## src/rtl/ctrl_mem_wb_pipe.sv

```systemverilog
// ctrl_mem_wb_pipe: Execute->Memory->Writeback control pipeline with branch resolution and data-memory wait-state stalls.
// Define CTRL_PERF_CNT_EN to build the branch-taken and stall-cycle counters; otherwise those ports read 0.
module ctrl_mem_wb_pipe #(
  parameter logic [1:0]  LOAD_CODE = 2'b01,
  parameter int unsigned CNT_W     = 32
) (
  input  logic             clk,
  input  logic             reset,
  input  logic             RegWriteE,
  input  logic [1:0]       ResultSrcE,
  input  logic             MemWriteE,
  input  logic             JumpE,
  input  logic             BranchE,
  input  logic [2:0]       Funct3E,
  input  logic             ZeroE,
  input  logic             LtE,
  input  logic             LtuE,
  input  logic             FlushM,
  input  logic             MemReadyM,
  output logic             PCSrcE,
  output logic             StallM,
  output logic             RegWriteM,
  output logic [1:0]       ResultSrcM,
  output logic             MemWriteM,
  output logic             RegWriteW,
  output logic [1:0]       ResultSrcW,
  output logic [CNT_W-1:0] BranchTakenCnt,
  output logic [CNT_W-1:0] StallCycleCnt
);

  logic branch_cond;
  logic mem_op;
  logic stall;

  always_comb begin
    branch_cond = 1'b0;
    case (Funct3E)
      3'b000:  branch_cond = ZeroE;
      3'b001:  branch_cond = ~ZeroE;
      3'b100:  branch_cond = LtE;
      3'b101:  branch_cond = ~LtE;
      3'b110:  branch_cond = LtuE;
      3'b111:  branch_cond = ~LtuE;
      default: branch_cond = 1'b0;
    endcase
  end

  assign mem_op = MemWriteM | (ResultSrcM == LOAD_CODE);
  assign stall  = mem_op & ~MemReadyM;
  assign StallM = stall;
  // Redirect only when the E instruction actually advances into M.
  assign PCSrcE = (JumpE | (BranchE & branch_cond)) & ~stall;

  always_ff @(posedge clk or negedge reset) begin
    if (!reset) begin
      RegWriteM  <= 1'b0;
      ResultSrcM <= '0;
      MemWriteM  <= 1'b0;
      RegWriteW  <= 1'b0;
      ResultSrcW <= '0;
    end else begin
      if (FlushM) begin
        RegWriteM  <= 1'b0;
        ResultSrcM <= '0;
        MemWriteM  <= 1'b0;
      end else if (!stall) begin
        RegWriteM  <= RegWriteE;
        ResultSrcM <= ResultSrcE;
        MemWriteM  <= MemWriteE;
      end
      // A held M instruction sends a bubble so it writes back only once.
      if (stall) begin
        RegWriteW  <= 1'b0;
        ResultSrcW <= '0;
      end else begin
        RegWriteW  <= RegWriteM;
        ResultSrcW <= ResultSrcM;
      end
    end
  end

`ifdef CTRL_PERF_CNT_EN
  logic [CNT_W-1:0] branch_cnt;
  logic [CNT_W-1:0] stall_cnt;

  always_ff @(posedge clk or negedge reset) begin
    if (!reset) begin
      branch_cnt <= '0;
      stall_cnt  <= '0;
    end else begin
      branch_cnt <= branch_cnt + CNT_W'(PCSrcE);
      stall_cnt  <= stall_cnt + CNT_W'(stall);
    end
  end

  assign BranchTakenCnt = branch_cnt;
  assign StallCycleCnt  = stall_cnt;
`else
  assign BranchTakenCnt = '0;
  assign StallCycleCnt  = '0;
`endif

endmodule

```

## config.mk

```make
export PLATFORM = sky130hd
export DESIGN_NAME = ctrl_mem_wb_pipe
export DESIGN_NICKNAME = d
export VERILOG_FILES = /design/src/rtl/ctrl_mem_wb_pipe.sv
export SDC_FILE = /design/constraint.sdc
export NUM_CORES = 1
export LEC_CHECK = 0
export CAP_MARGIN = 40
export CORE_ASPECT_RATIO = 1.4
export CORE_MARGIN = 2
export CORE_UTILIZATION = 28
export DETAILED_ROUTE_END_ITERATION = 8
export PLACE_DENSITY_LB_ADDON = 0.05
export SETUP_SLACK_MARGIN = 0.3
export SLEW_MARGIN = 40
export SYNTH_ARGS = -nofsm -noshare
export SYNTH_HDL_FRONTEND = slang
export SYNTH_SLANG_ARGS = --single-unit
```

## constraint.sdc

```tcl
create_clock -name clk -period 1.4 [get_ports clk]
set_clock_uncertainty 0.05 [all_clocks]
set_input_delay 0.28 -clock clk [delete_from_list [all_inputs] [get_ports clk]]
set_output_delay 0.28 -clock clk [all_outputs]
set_load 0.02 [all_outputs]
```

# Word-level counts from Yosys, hierarchy flattened

Index checks and enable logic that the tools add are counted.

Input port bits: 16
Register bits: 7
RAM bits: 0
Bits in read-only memories: 0
Logic and storage cells: 32
Latch bits: 0
Memories kept: 0

Equality and inequality tests: 7
Add/subtract/negate cells: 0
Mux-type cells: 9
Order comparisons: 0
Reductions and logical operators: 1
Divide/modulo/power cells: 0
Shifts and indexed selects: 0
Multipliers: 0
Bitwise logic cells: 10

Operators by type and width:

| cell               | count |
|---|---|
| $eq 3x3->1 const B | 4 |
| $mux 2             | 3 |
| $pmux 1 s6         | 1 |
| $mux 1             | 5 |
| $not 1->1          | 5 |
| $and 1x1->1        | 3 |
| $eq 3x1->1 const B | 1 |
| $logic_not 3->1    | 1 |
| $eq 2x1->1 const B | 1 |
| $ne 2x2->1 const B | 1 |
| $or 1x1->1         | 2 |

# Longest topological paths before layout

Depth after elaboration: 5
Depth in mapped cells: 4

# Least setup slack after synthesis

OpenSTA, ideal clock, no wires.

Path kind: reg-to-output
From: register ResultSrcM[1]
To: output PCSrcE
Path slack: 0.019 ns
Required time: 1.070 ns
Cell stages (with the launch flop): 4
Data arrival time: 1.051 ns
Buffers on the path: 0
Cells stage by stage: dfrtp_1 -> nand2b_4 -> a21o_4 -> o211a_1

Word-level cells in the longest chain between the ends: 5

Ends and longest elaborated chain:

| what                   | line | source |
|---|---|---|
| from (decl)            | 23   | `output logic [1:0] ResultSrcM,` |
| from (signal assigned) | 68   | `ResultSrcM <= ResultSrcE;` |
| $eq 2x1->1             | 48   | `assign mem_op = MemWriteM \| (ResultSrcM == LOAD_CODE);` |
| $or 1x1->1             | 48   |  |
| $and 1x1->1            | 49   | `assign stall = mem_op & ~MemReadyM;` |
| $not 1->1              | 52   | `assign PCSrcE = (JumpE \| (BranchE & branch_cond)) & ~stall;` |
| $and 1x1->1            | 52   |  |
| to (decl)              | 20   | `output logic PCSrcE,` |

No other way between the ends.

# Worst setup path after layout

Ends and elaborated chain as after synthesis.

==> key figures <==
Yosys
  • Top cells by area, synth: buf_4 (57%), dfrtp_1 (21%), a21oi_1 (2.4%)
  • Synth top cells by count: buf_4 (64), dfrtp_1 (7), a21oi_1 (4)
  • Leading cell type by number of instances after synthesis: buf_4
  • Xor/xnor share of the synthesized area: 0.0209
  • Seq/Total Area, Yosys: 0.209
  • Distinct cells, synth: 18
  • Leading area contributor after synthesis: buf_4
  • Mapped Cells: 99
  • Synth Area in Compound Gates: 0.0852
  • Largest family of logic cells by synthesized area: buffers and inverters
  • Yosys Warn Count: 0
  • Yosys reg bits: 7
  • Post-synth EDFFs: 0
  • Area share of the largest cell type after synthesis: 0.574
  • Post-Syn Area: 837 sq um
  • Synth Area in Simple Gates: 0.0688
  • Main flop type after synthesis: dfrtp_1
  • Synth Area in Adders: 0
  • Synthesized area per cell: 8.46 sq um
  • Ys async rst share: 1.00
  • Multiplexer area fraction after synthesis: 0.0239

Global routing
  • Vias in the first global route: 405
  • Total gr overflow: 0
  • Global-route wire length before repair: 1.79 mm
  • Gr usage total: 0.0701
  • Initial antenna violation count: 0
  • Largest net degree at the start of global routing: 8

Clock tree
  • Clk_lat worst skew: 0.23 ns
  • Clock Tree Buf Depth: 2
  • Clk Tree Root Cell: clkbuf_8
  • Total CTS buffers: 3
  • Post-CTS Hold Buffers: 0
  • # clock sinks: 7
  • H-tree depth: 1
  • TritonCTS clock tree: built
  • Reg clk slew, reported paths: 0.04 ns

Run
  • Max-cap viol count: 0

Placement
  • Dpl ws: -0.922 ns
  • HPWL after DPL: 1.28 mm
  • Placed insts: 166
  • Placed instance area: 941 sq um
  • PortBufs: 24
  • RD Place Congestion: 0.724

STA
  • Worst hold slack: 0.283 ns
  • Max-slew violation count: 0
  • RSZ-0062 raised after global routing: true
  • Worst Slack Setup Final: -0.161 ns
  • Final setup vio count: 2
  • F_max: 641 MHz
  • Final Cycle Share: 1.12
  • Setup tns final: -0.238 ns
  • Final Hold Fails: 0
  • Tmin final: 1.56 ns

Outcome
  • Status: complete, but fails checks
  • Failing checks: negative setup slack

Worst setup path
  • Startpoint Class: flip-flop
  • Critical Path Fanout Max: 3
  • Cell family with most CP delay: flip-flops
  • CP Capture Type: primary output
  • CP required: 1.07 ns
  • Reg2Reg Depth: 6
  • Slowest stage delay, CP: 0.39 ns
  • CP arrival: 1.23 ns
  • WP buf/inv: 1
  • WS Path Type: flip-flop to primary output
  • CP max-delay cell: dfrtp_2
  • CP cell instances: nand2b_4, a21o_4, o211a_4, buf_6
  • FF-to-FF setup slack: 0.06 ns
  • Reg-to-Reg End: RegWriteM
  • FF-to-FF Start: ResultSrcM[1]

Floorplanning
  • Top-Level Pins: 89
  • Placeable Area: 0.00285 sq mm
  • Num rows: 23
  • Die ar.: 0.00345 sq mm
  • Die Span X: 50.2 microns
  • Starting density of the core: 0.294
  • Die outline height: 68.7 microns

Final layout
  • Number of cells in the finished layout apart from fillers: 173
  • Design Area, Final: 0.00101 sq mm
  • Final core utilization: 0.356
  • Fillcell total: 308
  • Layout cell share with drive strength beyond 1: 0.250
  • P&R area growth vs syn: 21.2%
  • Nets: 153
  • Diodes inserted: 0

Route
  • Drt first pass iters: 3
  • # DRC: 0
  • Via Count: 530
  • Initial DRC count: 2
  • Routed wire length: 1.46 mm
  • Vias/cell: 3.06
  • Final ANT Viol Nets: 0
  • Routed WL per cell: 8.42 microns

Pwr
  • Leak: 0.591 nW
  • Pwr dens: 856 mW/mm^2
  • Max rail drop VDD: 0.000286 V
  • Design Power: 0.869 mW

Hold path
  • HP Class: input port to asynchronous set/reset pin
## area by class of cell
cell class	instances	area, sq um	area share
Clock buffer	4	45.0	0.0444
Inverter	3	11.3	0.0111
Tap cell	37	46.3	0.0456
Sequential cell	7	176	0.174
Multi-Input combinational cell	88	430	0.424
Timing Repair Buffer	34	305	0.301
## logic make-up (layout without fill, tap and decap cells)
kind of cell,Yosys count,in the layout
simple gates,9,9
xor+xnor,2,2
other cells,1,64
buf+inv,67,41
mux,2,2
flops,7,7
compound gates,11,11
## how the worst max path moves through the flow
stage | from | to | slack, ns | depth (start not counted)
2_1_floorplan | ResultSrcM[1] | PCSrcE | 0.09 | 3
3_3_place_gp | Funct3E[2] | PCSrcE | -0.89 | 6
3_5_place_dp | Funct3E[2] | PCSrcE | -0.92 | 6
4_1_cts | ResultSrcM[1] | PCSrcE | -0.18 | 4
5_1_grt | ResultSrcM[1] | PCSrcE | -0.20 | 4
6_report | ResultSrcM[1] | PCSrcE | -0.16 | 4
## report_power, final
| group | switching [mW] | internal [mW] | total [mW] |
|---|---|---|---|
| clock network | 0.0865 | 0.197 | 0.283 |
| logic | 0.240 | 0.119 | 0.360 |
| registers | 0.00708 | 0.218 | 0.225 |
## cells in the final DEF, fill, tap and decap left out, drive strengths merged
cell type,netlist,layout
dfrtp,7,7
dlygate4sd2,0,5
o21ai,4,4
buf,64,19
xor2,2,2
a21o,1,1
clkdlybuf4s50,0,8
conb,1,64
and2,3,3
clkbuf,0,4
nor2,3,3
nand2b,3,3
o211a,1,1
a31oi,1,1
inv,3,3
mux2i,2,2
a21oi,4,4
clkdlybuf4s15,0,1
dlymetal6s2s,0,1
## sequential cells by signal, indices dropped and copies added (netlist names)
name        count
RegWriteM       1
RegWriteW       1
ResultSrcM      2
ResultSrcW      2
MemWriteM       1
## worst register-to-register path, cell delays in order, from the launching register on
cell,delay [ns]
dfrtp_2,0.39
nand2b_4,0.14
a21o_4,0.21
buf_4,0.13
buf_6,0.11
mux2i_1,0.13
nor2_1,0.06
## what timing repair did
item	CTS	global route
resized for setup	55	7
setup buffers	0	3
pin swaps	4	5
setup endpoints to repair	16	9
## per-layer routing
metal	wire length (microns)	part of all wire	GRT usage	up-vias
met1	430	0.30	0.0669	227
met4	7	0.0048	0.0313	0
li1	-	-	-	253
met2	813	0.56	0.130	48
met5	0	0	0	-
met3	205	0.14	0.0302	2
(Power assumes the default switching activity.)
